<file path="config.mk">
export PLATFORM = sky130hd
export DESIGN_NAME = dnn_result_reader
export DESIGN_NICKNAME = d
export VERILOG_FILES = /design/src/rtl/dnn_result_reader.sv
export SDC_FILE = /design/constraint.sdc
export NUM_CORES = 1
export LEC_CHECK = 0
export CELL_PAD_IN_SITES_DETAIL_PLACEMENT = 1
export CELL_PAD_IN_SITES_GLOBAL_PLACEMENT = 2
export CORE_ASPECT_RATIO = 0.75
export CORE_MARGIN = 2
export CORE_UTILIZATION = 37
export CTS_BUF_LIST = sky130_fd_sc_hd__clkbuf_2
export DETAILED_ROUTE_END_ITERATION = 12
export MAX_ROUTING_LAYER = met4
export PLACE_DENSITY = 0.94
export SLEW_MARGIN = 10
export SYNTH_ARGS = -nofsm -noshare
export SYNTH_HDL_FRONTEND = slang
export SYNTH_SLANG_ARGS = --single-unit
export TNS_END_PERCENT = 5
</file>
<file path="constraint.sdc">
create_clock -name clk -period 5.09 [get_ports clk]
set_input_delay 1.018 -clock clk [delete_from_list [all_inputs] [get_ports clk]]
set_output_delay 1.018 -clock clk [all_outputs]
set_load 0.01 [all_outputs]
</file>
<file path="src/rtl/dnn_result_reader.sv">
// Sequencer for one inference run: clears and starts the engine, waits for done,
// sweeps the 10 class scores and returns the signed argmax. Optional watchdog: DNN_READER_TIMEOUT_EN.
module dnn_result_reader #(
    parameter int unsigned DATA_WIDTH     = 5,
    parameter int unsigned NUM_CLASSES    = 10,
    parameter int unsigned IDX_WIDTH      = 4,
    parameter int unsigned TIMEOUT_CYCLES = 1048576
) (
    input  logic                  clk,
    input  logic                  rst,
    input  logic                  req_valid,
    output logic                  req_ready,
    output logic                  eng_reset,
    output logic                  eng_start,
    input  logic                  eng_done,
    output logic [IDX_WIDTH-1:0]  out_idx,
    input  logic [DATA_WIDTH-1:0] out,
    output logic                  res_valid,
    input  logic                  res_ready,
    output logic [IDX_WIDTH-1:0]  res_digit,
    output logic [DATA_WIDTH-1:0] res_score,
    output logic                  res_error
);

    localparam logic [IDX_WIDTH-1:0] LAST_IDX = IDX_WIDTH'(NUM_CLASSES - 1);

    typedef enum logic [2:0] {IDLE, CLR, START, WAIT, SWEEP, RESULT} state_t;

    state_t                  state;
    state_t                  state_nxt;
    logic [IDX_WIDTH-1:0]    best_idx;
    logic [DATA_WIDTH-1:0]   best_score;
    logic                    sweep_last;
    logic                    take_new;
    logic                    timeout_hit;

    assign sweep_last = (out_idx == LAST_IDX);
    // Index 0 always seeds the running best; later indices win only when strictly greater.
    assign take_new   = (out_idx == '0) || ($signed(out) > $signed(best_score));

`ifdef DNN_READER_TIMEOUT_EN
    localparam int unsigned WCNT_W = $clog2(TIMEOUT_CYCLES + 1);

    logic [WCNT_W-1:0] wait_cnt;

    assign timeout_hit = (wait_cnt == WCNT_W'(TIMEOUT_CYCLES - 1));

    // Counts WAIT cycles; zero whenever outside WAIT so each entry starts fresh.
    always_ff @(posedge clk or negedge rst) begin
        if (!rst) begin
            wait_cnt <= '0;
        end else if (state != WAIT) begin
            wait_cnt <= '0;
        end else begin
            wait_cnt <= wait_cnt + WCNT_W'(1);
        end
    end
`else
    assign timeout_hit = 1'b0;

    // Watchdog compiled out; the parameter only keeps the interface identical.
    if (TIMEOUT_CYCLES == 0) begin : g_timeout_unused
    end
`endif

    always_ff @(posedge clk or negedge rst) begin
        if (!rst) begin
            state <= IDLE;
        end else begin
            state <= state_nxt;
        end
    end

    always_comb begin
        state_nxt = state;
        unique case (state)
            IDLE:    if (req_valid) state_nxt = CLR;
            CLR:     state_nxt = START;
            START:   state_nxt = WAIT;
            WAIT: begin
                if (eng_done) begin
                    state_nxt = SWEEP;
                end else if (timeout_hit) begin
                    state_nxt = RESULT;
                end
            end
            SWEEP:   if (sweep_last) state_nxt = RESULT;
            RESULT:  if (res_ready) state_nxt = IDLE;
            default: state_nxt = IDLE;
        endcase
    end

    // Control outputs are decoded from the next state so they align with the state they describe.
    always_ff @(posedge clk or negedge rst) begin
        if (!rst) begin
            req_ready <= 1'b1;
            eng_reset <= 1'b0;
            eng_start <= 1'b0;
            res_valid <= 1'b0;
        end else begin
            req_ready <= (state_nxt == IDLE);
            eng_reset <= (state_nxt == CLR);
            eng_start <= (state_nxt == START);
            res_valid <= (state_nxt == RESULT);
        end
    end

    always_ff @(posedge clk or negedge rst) begin
        if (!rst) begin
            out_idx    <= '0;
            best_idx   <= '0;
            best_score <= '0;
            res_digit  <= '0;
            res_score  <= '0;
        end else if (state == SWEEP) begin
            out_idx <= sweep_last ? '0 : out_idx + IDX_WIDTH'(1);
            if (take_new) begin
                best_idx   <= out_idx;
                best_score <= out;
            end
            if (sweep_last) begin
                res_digit <= take_new ? out_idx : best_idx;
                res_score <= take_new ? out : best_score;
            end
        end else if ((state == WAIT) && !eng_done && timeout_hit) begin
            res_digit <= '1;
            res_score <= '0;
        end
    end

`ifdef DNN_READER_TIMEOUT_EN
    // Error flag persists through the handshake and clears on the next accepted request.
    always_ff @(posedge clk or negedge rst) begin
        if (!rst) begin
            res_error <= 1'b0;
        end else if ((state == IDLE) && req_valid) begin
            res_error <= 1'b0;
        end else if ((state == WAIT) && !eng_done && timeout_hit) begin
            res_error <= 1'b1;
        end
    end
`else
    always_ff @(posedge clk or negedge rst) begin
        if (!rst) begin
            res_error <= 1'b0;
        end else begin
            res_error <= 1'b0;
        end
    end
`endif

endmodule
</file>
==> results of run 1 <==
## cell type report
class / count / area [um^2]
clock buffer: 5 / 25.0
clock inverter: 3 / 12.5
fill: 428 / 1960
inverter: 8 / 30.0
multi-input combinational: 81 / 644
sequential: 29 / 727
tap: 52 / 65.1
timing repair buffer: 27 / 268
## stage by stage
step / std cells / hold slack, ns / total power [uW] / instance area [um^2] / utilization (%)
2_1_floorplan: 124 / 0.466 / 659 / 1460 / -
3_3_place_gp: 197 / 0.478 / 736 / 1730 / 46.5
3_5_place_dp: 197 / 0.487 / 761 / 1730 / 46.5
4_1_cts: 205 / 0.519 / 874 / 1770 / 47.5
5_1_grt: 205 / 0.546 / 926 / 1770 / 47.5
6_report: 205 / 0.513 / 865 / 1770 / 47.5
## layer usage
| layer | global-route usage, % | vias up | wire length, um |
|---|---|---|---|
| met5 | - | - | 0 |
| met4 | 7.01 | 0 | 59 |
| met3 | 3.99 | 7 | 112 |
| met2 | 27.1 | 20 | 1540 |
| met1 | 18.8 | 516 | 1480 |
| li1 | - | 494 | - |
## path summary, 6_finish.rpt
check	end
setup / recovery	best_score[0]$_DFFE_PN0P_
hold / removal	best_idx[3]$_DFFE_PN0P_
setup reg to reg	state[0]$_DFF_PN0_
hold reg to reg	best_idx[3]$_DFFE_PN0P_
max in group asynchronous	req_ready$_DFF_PN1_
min in group asynchronous	state[2]$_DFF_PN0_
## state kept, by name, indices dropped and copies added, names as in the netlist, 3 cells and up
signal	cells
state	3
best_idx	4
res_score	5
res_digit	4
out_idx	4
best_score	5
## critical path: stages
cell and delay (ns):
clkdlybuf4s50_1 0.47, ha_1 0.36, and4b_1 0.22, a2111oi_2 0.50, o21ai_4 0.20, nand2_8 0.17, mux2_4 0.31
## cells by family after synthesis
group                      share of synthesized area (%)
DFF                                                 49.7
adders and majority gates                           4.28
other                                              0.257
buffers and inverters                               6.16
xor gates and xnor gates                            1.20
muxes                                               8.56
and+or+nand+nor                                     15.2
AOI/OAI and AO/OA                                   14.6
## cell usage in the layout (no fill, tap or decap), drive strengths merged, types with 2 or more instances in the layout
cell type      count
nor3b              3
inv                8
nand3              3
a21oi             10
mux2i              5
clkinv             3
o22ai              3
dfrtp             28
mux2               5
clkdlybuf4s50     26
ha                 5
a32o               4
nor2               9
nand2b             2
nand2              9
clkbuf             5
o21ai              7
## power by group through the flow
| stage | sequential (uW) | combinational, uW | clock, uW |
|---|---|---|---|
| floorplan | 353 | 306 | 0 |
| global placement | 384 | 351 | 0 |
| detailed placement | 392 | 369 | 0 |
| CTS | 387 | 372 | 116 |
| global route | 401 | 402 | 124 |
| finish | 388 | 369 | 109 |
## synthesized netlist by cell type (2+ instances only)
cell	instances
o22ai_1	3
mux2i_1	5
nand3_1	3
mux2_4	5
nand2_1	7
buf_4	2
dfrtp_1	28
nor3b_1	2
a32o_1	4
o21ai_0	6
nand2b_1	2
buf_6	4
ha_1	5
inv_1	8
a21oi_1	9
nor2_1	8
==> impl_metrics.csv, run 1 <==
group,metric,value,unit
clock_tree,clockRootBuffer,"clkbuf_2",
job,cap_violations,0,
sta,slew_violations,0,
worst_setup_path,required,5.35,ns
worst_setup_path,cp-start-kind,"input port",
status,status,"complete, no violations",
hold_path,worstHoldPathType,"flip-flop to flip-flop",
sta,rsz0062_at_grt,"false",
hold_path,min_path_cells,1,
synth,synth_area_leaders,"dfrtp_1 48%, mux2_4 5.1%, ha_1 4.3%, mux2i_1 3.4%, a21oi_1 3.1%",
sta,worst_pin_slew,0.757,ns
global_routing,track_usage,16.1,%
pwr,p_seq_share,44.8,%
synth,netlist.top_cell.by_area,"dfrtp_1",
place,portBuffers,26,
global_routing,grt_pass1_wl,5.32,mm
sta,setup_ws,2.09,ns
sta,hold_viol,0,
synth,ys_seq_elements,29,
drt,viasPerCell,5.06,
pwr,p_int,517,uW
clock_tree,postCtsSetupRepairBufs,0,
global_routing,antenna_found_initial,0,
final_layout,final_layout_size_suffix_gt1_share,15.0,%
hold_path,worstHoldStart,"best_idx[3]$_DFFE_PN0P_",
worst_setup_path,reg2regPathDepth,5,
drt,via_count,1037,
clock_tree,clockBufferDepth,2,
worst_setup_path,startpoint,"out[3]",
synth,synth_seq_area_share,49.7,%
global_routing,grt_max_degree,30,
drt,drt_iter0_drc,59,
clock_tree,cts_tree,"built",
synth,syn_nets,139,
pwr,peakVddDrop,0.000196,V
sta,finalSetupTns,0,ns
clock_tree,cts_resized,0,
clock_tree,htree_levels,2,
die,die_y,58.4,um
synth,synth_flop_cell,"dfrtp_1",
clock_tree,clk_pin_slew,0.14,ns
sta,fmax,334,MHz
pwr,p_comb_share,42.6,%
place,dp_hpwl,2.33,mm
sta,fin_crit,3.00,ns
final_layout,fin_nets,167,
worst_setup_path,reg2reg_slack,2.64,ns
worst_setup_path,worstSetupPathType,"input port to flip-flop",
synth,synth_cell_type_count,39,
worst_setup_path,end_kind,"flip-flop",
die,ios,28,
sta,fin_crit_sh,58.9,%
pwr,p_per_area,488,nW/um^2
final_layout,antenna_cells,0,
pwr,p_leak,0.000789,uW
die,core.rowCount,19,
die,die-area,4470,um^2
drt,post_drt_wl_per_cell,15.6,um
synth,synth_top_area_share,47.9,%
clock_tree,clk_latency,0.37,ns
die,die_w,76.6,um
drt,drtPass1Iterations,4,
synth,synthCells,124,
synth,ys_warn_count,0,
sta,fin_skew,0.0252,ns
pwr,switching_share,40.3,%
pwr,p_switching,349,uW
clock_tree,cts_buffers,5,
synth,synth_edf_count,0,
die,initial_utilization,39.2,%
drt,detail_route.wirelength,3.19,mm
clock_tree,cts_sinks,29,
worst_setup_path,crit-reg2reg-launch,"state[2]$_DFF_PN0_",
synth,synthArstFlopShare,100,%
final_layout,area_growth,21.2,%
pwr,clockPowerShare,12.6,%
place,pre_cts_ws,1.69,ns
clock_tree,hold_buffers,0,
worst_setup_path,cp_max_fo,9,
synth,synth.cell_area,1460,um^2
sta,setup_violations,0,
worst_setup_path,arrival,3.25,ns
drt,ant_nets,0,
sta,max_slew_margin,49.4,%
global_routing,first_global_vias,1118,
synth,syn_area_per_cell,11.8,um^2
drt,drc_errors,0,
global_routing,grt_overflow,0,
place,place.gp.congestion,0.761,
die,coreArea,3730,um^2
Power figures use the tool's default switching activity.
==> run 2, diff against run 1 <==
--- a/config.mk
+++ b/config.mk
@@ -9,11 +9,11 @@
 export CELL_PAD_IN_SITES_GLOBAL_PLACEMENT = 2
 export CORE_ASPECT_RATIO = 0.75
 export CORE_MARGIN = 2
-export CORE_UTILIZATION = 37
+export CORE_UTILIZATION = 31
 export CTS_BUF_LIST = sky130_fd_sc_hd__clkbuf_2
 export DETAILED_ROUTE_END_ITERATION = 12
 export MAX_ROUTING_LAYER = met4
-export PLACE_DENSITY = 0.94
+export PLACE_DENSITY = 0.84
 export SLEW_MARGIN = 10
 export SYNTH_ARGS = -nofsm -noshare
 export SYNTH_HDL_FRONTEND = slang
==> constraint.sdc (replaced) <==
create_clock -name clk -period 2.67 [get_ports clk]
set_input_delay 0.534 -clock clk [delete_from_list [all_inputs] [get_ports clk]]
set_output_delay 0.534 -clock clk [all_outputs]
set_load 0.01 [all_outputs]
==> run 2 against run 1 <==
  * Clock skew shrank 0.0060 ns
  * Die area rose by 18%
  * Utilization fell by 6.1 points
  * Flip-flop and latch count did not move
  * Non-clock buffer count grew 9
  * Critical path type unchanged
==> impl_metrics.csv, run 2 (synthesis gave the netlist of run 1 again) <==
group,metric,value,unit
worst_setup_path,cp_max_fo,5,
global_routing,grt_overflow,0,
sta,fin_crit_sh,86.4,%
drt,wl_met1,1.59,mm
sta,whs,0.512,ns
global_routing,grt_pass1_wl,5.33,mm
die,coreArea,4490,um^2
clock_tree,postCtsSetupRepairBufs,0,
status,status,"complete, no violations",
final_layout,final_util,41.4,%
final_layout,final_cell_mix,"28 x dfrtp_1, 26 x clkdlybuf4s50_1, 9 x a21oi_1, 9 x buf_4",
clock_tree,cts_tree,"built",
clock_tree,hold_buffers,0,
final_layout,fin_cells,219,
drt,wl_met2,1.34,mm
worst_setup_path,cp-start-kind,"input port",
worst_setup_path,arrival,2.53,ns
drt,top_layer,"met4",
sta,setup_ws,0.364,ns
global_routing,first_global_vias,1103,
job,cap_violations,0,
global_routing,antenna_found_initial,0,
clock_tree,clk_latency,0.37,ns
final_layout,multi_input_area,644,um^2
final_layout,reg.largest.list,"best_score (5), res_score (5)",
sta,max_slew_margin,50.0,%
final_layout,final_layout_size_suffix_gt1_share,19.8,%
sta,slew_violations,0,
worst_setup_path,startpoint,"out[2]",
die,core.rowCount,21,
drt,drtPass1Iterations,4,
pwr,peakVddDrop,0.000301,V
sta,hold_viol,0,
worst_setup_path,worstSetupPathType,"input port to flip-flop",
global_routing,track_usage,13.5,%
worst_setup_path,required,2.89,ns
clock_tree,htree_levels,2,
clock_tree,cts_buffers,5,
clock_tree,cts_sinks,29,
final_layout,regArea,727,um^2
place,portBuffers,26,
clock_tree,cts_resized,0,
pwr,p_leak,0.000837,uW
drt,wl_met3,137,um
drt,drc_errors,0,
die,die_y,63.5,um
sta,fin_skew,0.0192,ns
final_layout,final_common_cell,"dfrtp_1",
global_routing,grt_max_degree,30,
drt,viasPerCell,4.73,
final_layout,antenna_cells,0,
clock_tree,clockRootBuffer,"clkbuf_2",
final_layout,area_growth,27.1,%
sta,fin_crit,2.31,ns
drt,drt_iter0_drc,38,
place,dp_hpwl,2.19,mm
clock_tree,clk_pin_slew,0.16,ns
die,die-area,5280,um^2
place,place.gp.congestion,0.711,
clock_tree,clockBufferDepth,2,
hold_path,worstHoldPathType,"input port to asynchronous set/reset pin",
die,die_w,83.3,um
die,initial_utilization,32.5,%
drt,ant_nets,0,
place,dp.cells,211,
die,ios,28,
worst_setup_path,crit-reg2reg-launch,"best_score[2]$_DFFE_PN0P_",
drt,detail_route.wirelength,3.14,mm
pwr,p_per_area,938,nW/um^2
sta,setup_violations,0,
drt,via_count,1035,
drt,post_drt_wl_per_cell,14.4,um
place,pre_cts_ws,-0.0147,ns
sta,rsz0062_at_grt,"false",
worst_setup_path,end_kind,"flip-flop",
sta,fmax,434,MHz
final_layout,fin_nets,176,
sta,worst_pin_slew,0.748,ns
final_layout,fill_cells,495,
## run 2: cell types whose count changed in the layout (fill, tap and decap cells not counted), sizes merged
cell and delta:
buf +9
## run 2: path summary, 6_finish.rpt
check / endpoint / slack, ns / depth (start not counted)
min in group clk: best_idx[2]$_DFFE_PN0P_ / 0.51 / 1
hold reg to reg: best_idx[2]$_DFFE_PN0P_ / 0.51 / 1
setup / recovery: res_score[4]$_DFFE_PN0P_ / 0.36 / 9
setup reg to reg: res_score[4]$_DFFE_PN0P_ / 0.54 / 9
max in group asynchronous: req_ready$_DFF_PN1_ / 1.84 / 2
hold / removal: best_score[0]$_DFFE_PN0P_ / 0.51 / 2
## run 2: area by class of cell
type | instances | share of cell area, %
sequential | 29 | 39.1
clock buffer | 5 | 1.35
clock inverter | 3 | 0.673
inverter | 8 | 1.62
multi-input combinational | 81 | 34.7
tap | 57 | 3.84
timing repair buffer | 36 | 18.7
## run 2: report_power, final
| group | switching (uW) | total, uW | leakage (uW) | internal, uW |
|---|---|---|---|---|
| Combinational | 350 | 792 | 0.000475 | 442 |
| Clock | 157 | 214 | 0.0000278 | 57.1 |
| Sequential | 170 | 737 | 0.000335 | 567 |
## run 2: critical path, stage by stage
cell,delay [ns]
clkdlybuf4s50_1,0.43
ha_1,0.33
a21o_1,0.19
a2111oi_2,0.35
buf_4,0.18
o21ai_4,0.11
buf_12,0.15
mux2i_1,0.16
a21oi_1,0.08
## run 2: through the flow
step	setup TNS [ns]	power (uW)	instance area (um^2)
after floorplan	0	1260	1460
after global placement	0	1510	1820
after detailed placement	-0.0675	1540	1820
after CTS	0	1760	1860
after global routing	0	1880	1860
final	0	1740	1860
## run 2: metal layers
layer,GRT usage (%),up-vias
li1,-,515
met1,17.3,493
met3,3.67,6
met4,7.99,0
met5,-,-
met2,19.0,21
==> run 3, diff against run 2 <==
--- a/config.mk
+++ b/config.mk
@@ -9,11 +9,10 @@
 export CELL_PAD_IN_SITES_GLOBAL_PLACEMENT = 2
 export CORE_ASPECT_RATIO = 0.75
 export CORE_MARGIN = 2
-export CORE_UTILIZATION = 31
-export CTS_BUF_LIST = sky130_fd_sc_hd__clkbuf_2
+export CORE_UTILIZATION = 30
 export DETAILED_ROUTE_END_ITERATION = 12
 export MAX_ROUTING_LAYER = met4
-export PLACE_DENSITY = 0.84
+export PLACE_DENSITY = 0.82
 export SLEW_MARGIN = 10
 export SYNTH_ARGS = -nofsm -noshare
 export SYNTH_HDL_FRONTEND = slang
==> run 3 against run 2 <==
  * Register-to-register slack about the same
  * Maximum frequency shrank 3.9%
  * Global-route usage increased by 0.12 points
  * Largest cell class unchanged
==> impl_metrics.csv, run 3 (synthesis gave the netlist of run 1 again) <==
group,metric,value,unit
drt,drc_errors,0,
die,ios,28,
global_routing,antenna_found_initial,0,
clock_tree,hold_buffers,0,
hold_path,holdPathEnd,"best_idx[0]$_DFFE_PN0P_",
hold_path,worstHoldStart,"best_idx[0]$_DFFE_PN0P_",
worst_setup_path,arrival,2.53,ns
final_layout,final_layout_size_suffix_gt1_share,20.4,%
worst_setup_path,worstSetupPathType,"input port to flip-flop",
die,initial_utilization,32.0,%
sta,rsz0062_at_grt,"false",
sta,slew_violations,0,
sta,worst_pin_slew,0.772,ns
final_layout,fill_cells,520,
clock_tree,clk_latency,0.29,ns
place,dp_hpwl,2.29,mm
final_layout,reg.largest.list,"best_score (5), res_score (5)",
final_layout,fin_area,1900,um^2
sta,hold_viol,0,
worst_setup_path,required,2.80,ns
clock_tree,cts_resized,0,
final_layout,final_common_cell,"dfrtp_1",
clock_tree,clockBufferDepth,2,
clock_tree,clk_pin_slew,0.06,ns
global_routing,first_global_vias,1168,
final_layout,antenna_cells,0,
clock_tree,postCtsSetupRepairBufs,0,
worst_setup_path,reg2regPathDepth,9,
worst_setup_path,reg2reg_slack,0.55,ns
worst_setup_path,end_kind,"flip-flop",
sta,fin_crit_sh,89.9,%
global_routing,grt_pass1_wl,5.46,mm
final_layout,area_growth,30.2,%
global_routing,grt_max_degree,30,
hold_path,min_path_cells,1,
pwr,p_per_area,985,nW/um^2
place,place_area,1820,um^2
final_layout,final_cell_mix,"28 x dfrtp_1, 26 x clkdlybuf4s50_1, 9 x a21oi_1, 9 x buf_4",
pwr,p_leak,0.000855,uW
global_routing,track_usage,13.6,%
pwr,peakVddDrop,0.000338,V
drt,viasPerCell,4.80,
clock_tree,htree_levels,2,
drt,via_count,1052,
worst_setup_path,cp_max_fo,3,
drt,post_drt_wl_per_cell,14.1,um
drt,detail_route.wirelength,3.09,mm
place,place.gp.congestion,0.729,
drt,ant_nets,0,
final_layout,final_util,41.6,%
clock_tree,cts_tree,"built",
job,cap_violations,0,
worst_setup_path,cp-start-kind,"input port",
sta,max_slew_margin,48.4,%
die,die_y,64.4,um
sta,setup_violations,0,
clock_tree,cts_sinks,29,
die,coreArea,4570,um^2
drt,drtPass1Iterations,3,
worst_setup_path,r2r_end,"res_score[0]$_DFFE_PN0P_",
die,die_w,84.6,um
sta,fin_crit,2.40,ns
die,die-area,5450,um^2
clock_tree,cts_buffers,5,
hold_path,worstHoldPathType,"flip-flop to flip-flop",
final_layout,fin_nets,176,
worst_setup_path,crit-reg2reg-launch,"best_score[2]$_DFFE_PN0P_",
drt,drt_iter0_drc,68,
clock_tree,clockRootBuffer,"clkbuf_8",
global_routing,grt_overflow,0,
sta,fin_skew,0.00468,ns
sta,finalSetupTns,0,ns
die,core.rowCount,21,
sta,fmax,417,MHz
pwr,finalPower,1870,uW
status,status,"complete, no violations",
place,portBuffers,26,
## run 3: cell count changes in the layout (fill, tap and decap cells not counted), sizes merged
cell	before	now
clkbuf	5	6
clkinv	3	2
## run 3: per-layer routing
layer | GRT usage, % | vias up | part of all wire, %
met4 | 7.14 | 0 | 2.6
met2 | 20.2 | 18 | 47
met3 | 4.20 | 7 | 3.3
met1 | 16.7 | 516 | 47
met5 | - | - | 0
li1 | - | 511 | -
## run 3: worst max-delay path, stage by stage
cell             delay, ns
clkdlybuf4s50_1       0.43
ha_1                  0.33
a21o_1                0.20
a2111oi_2             0.35
buf_4                 0.18
o21ai_4               0.09
buf_4                 0.16
mux2i_1               0.16
a21oi_1               0.10
## run 3: report_power, final
part	internal [uW]	switching (uW)	leakage (uW)
Combinational	444	352	0.000475
Clock	180	166	0.0000450
Sequential	569	164	0.000335
Total	1190	681	0.000855
## run 3: stage by stage
stage / hold WS (ns) / std cells / setup WS, ns
2_1_floorplan: 0.238 / 124 / 0.402
3_3_place_gp: 0.479 / 211 / 0.0476
3_5_place_dp: 0.491 / 211 / -0.0424
4_1_cts: 0.506 / 219 / 0.260
5_1_grt: 0.526 / 219 / 0.148
6_report: 0.497 / 219 / 0.270
## run 3: worst max path at each step
stage | slack (ns) | from | cells after the start | endpoint
5_1_grt | 0.15 | out[2] | 9 | res_score[3]$_DFFE_PN0P_
6_report | 0.27 | out[2] | 9 | res_score[0]$_DFFE_PN0P_
4_1_cts | 0.26 | out[2] | 9 | res_score[0]$_DFFE_PN0P_
3_5_place_dp | -0.04 | out[2] | 9 | res_score[0]$_DFFE_PN0P_
2_1_floorplan | 0.40 | out[3] | 6 | best_score[0]$_DFFE_PN0P_
3_3_place_gp | 0.05 | out[2] | 9 | res_score[3]$_DFFE_PN0P_
## run 3: layout make-up
type | count | area (um^2) | share of cell area, %
clock buffer | 6 | 72.6 | 3.81
sequential | 29 | 727 | 38.2
timing repair buffer | 36 | 348 | 18.3
inverter | 8 | 30.0 | 1.58
tap | 57 | 71.3 | 3.75
clock inverter | 2 | 10.0 | 0.526
multi-input combinational | 81 | 644 | 33.9
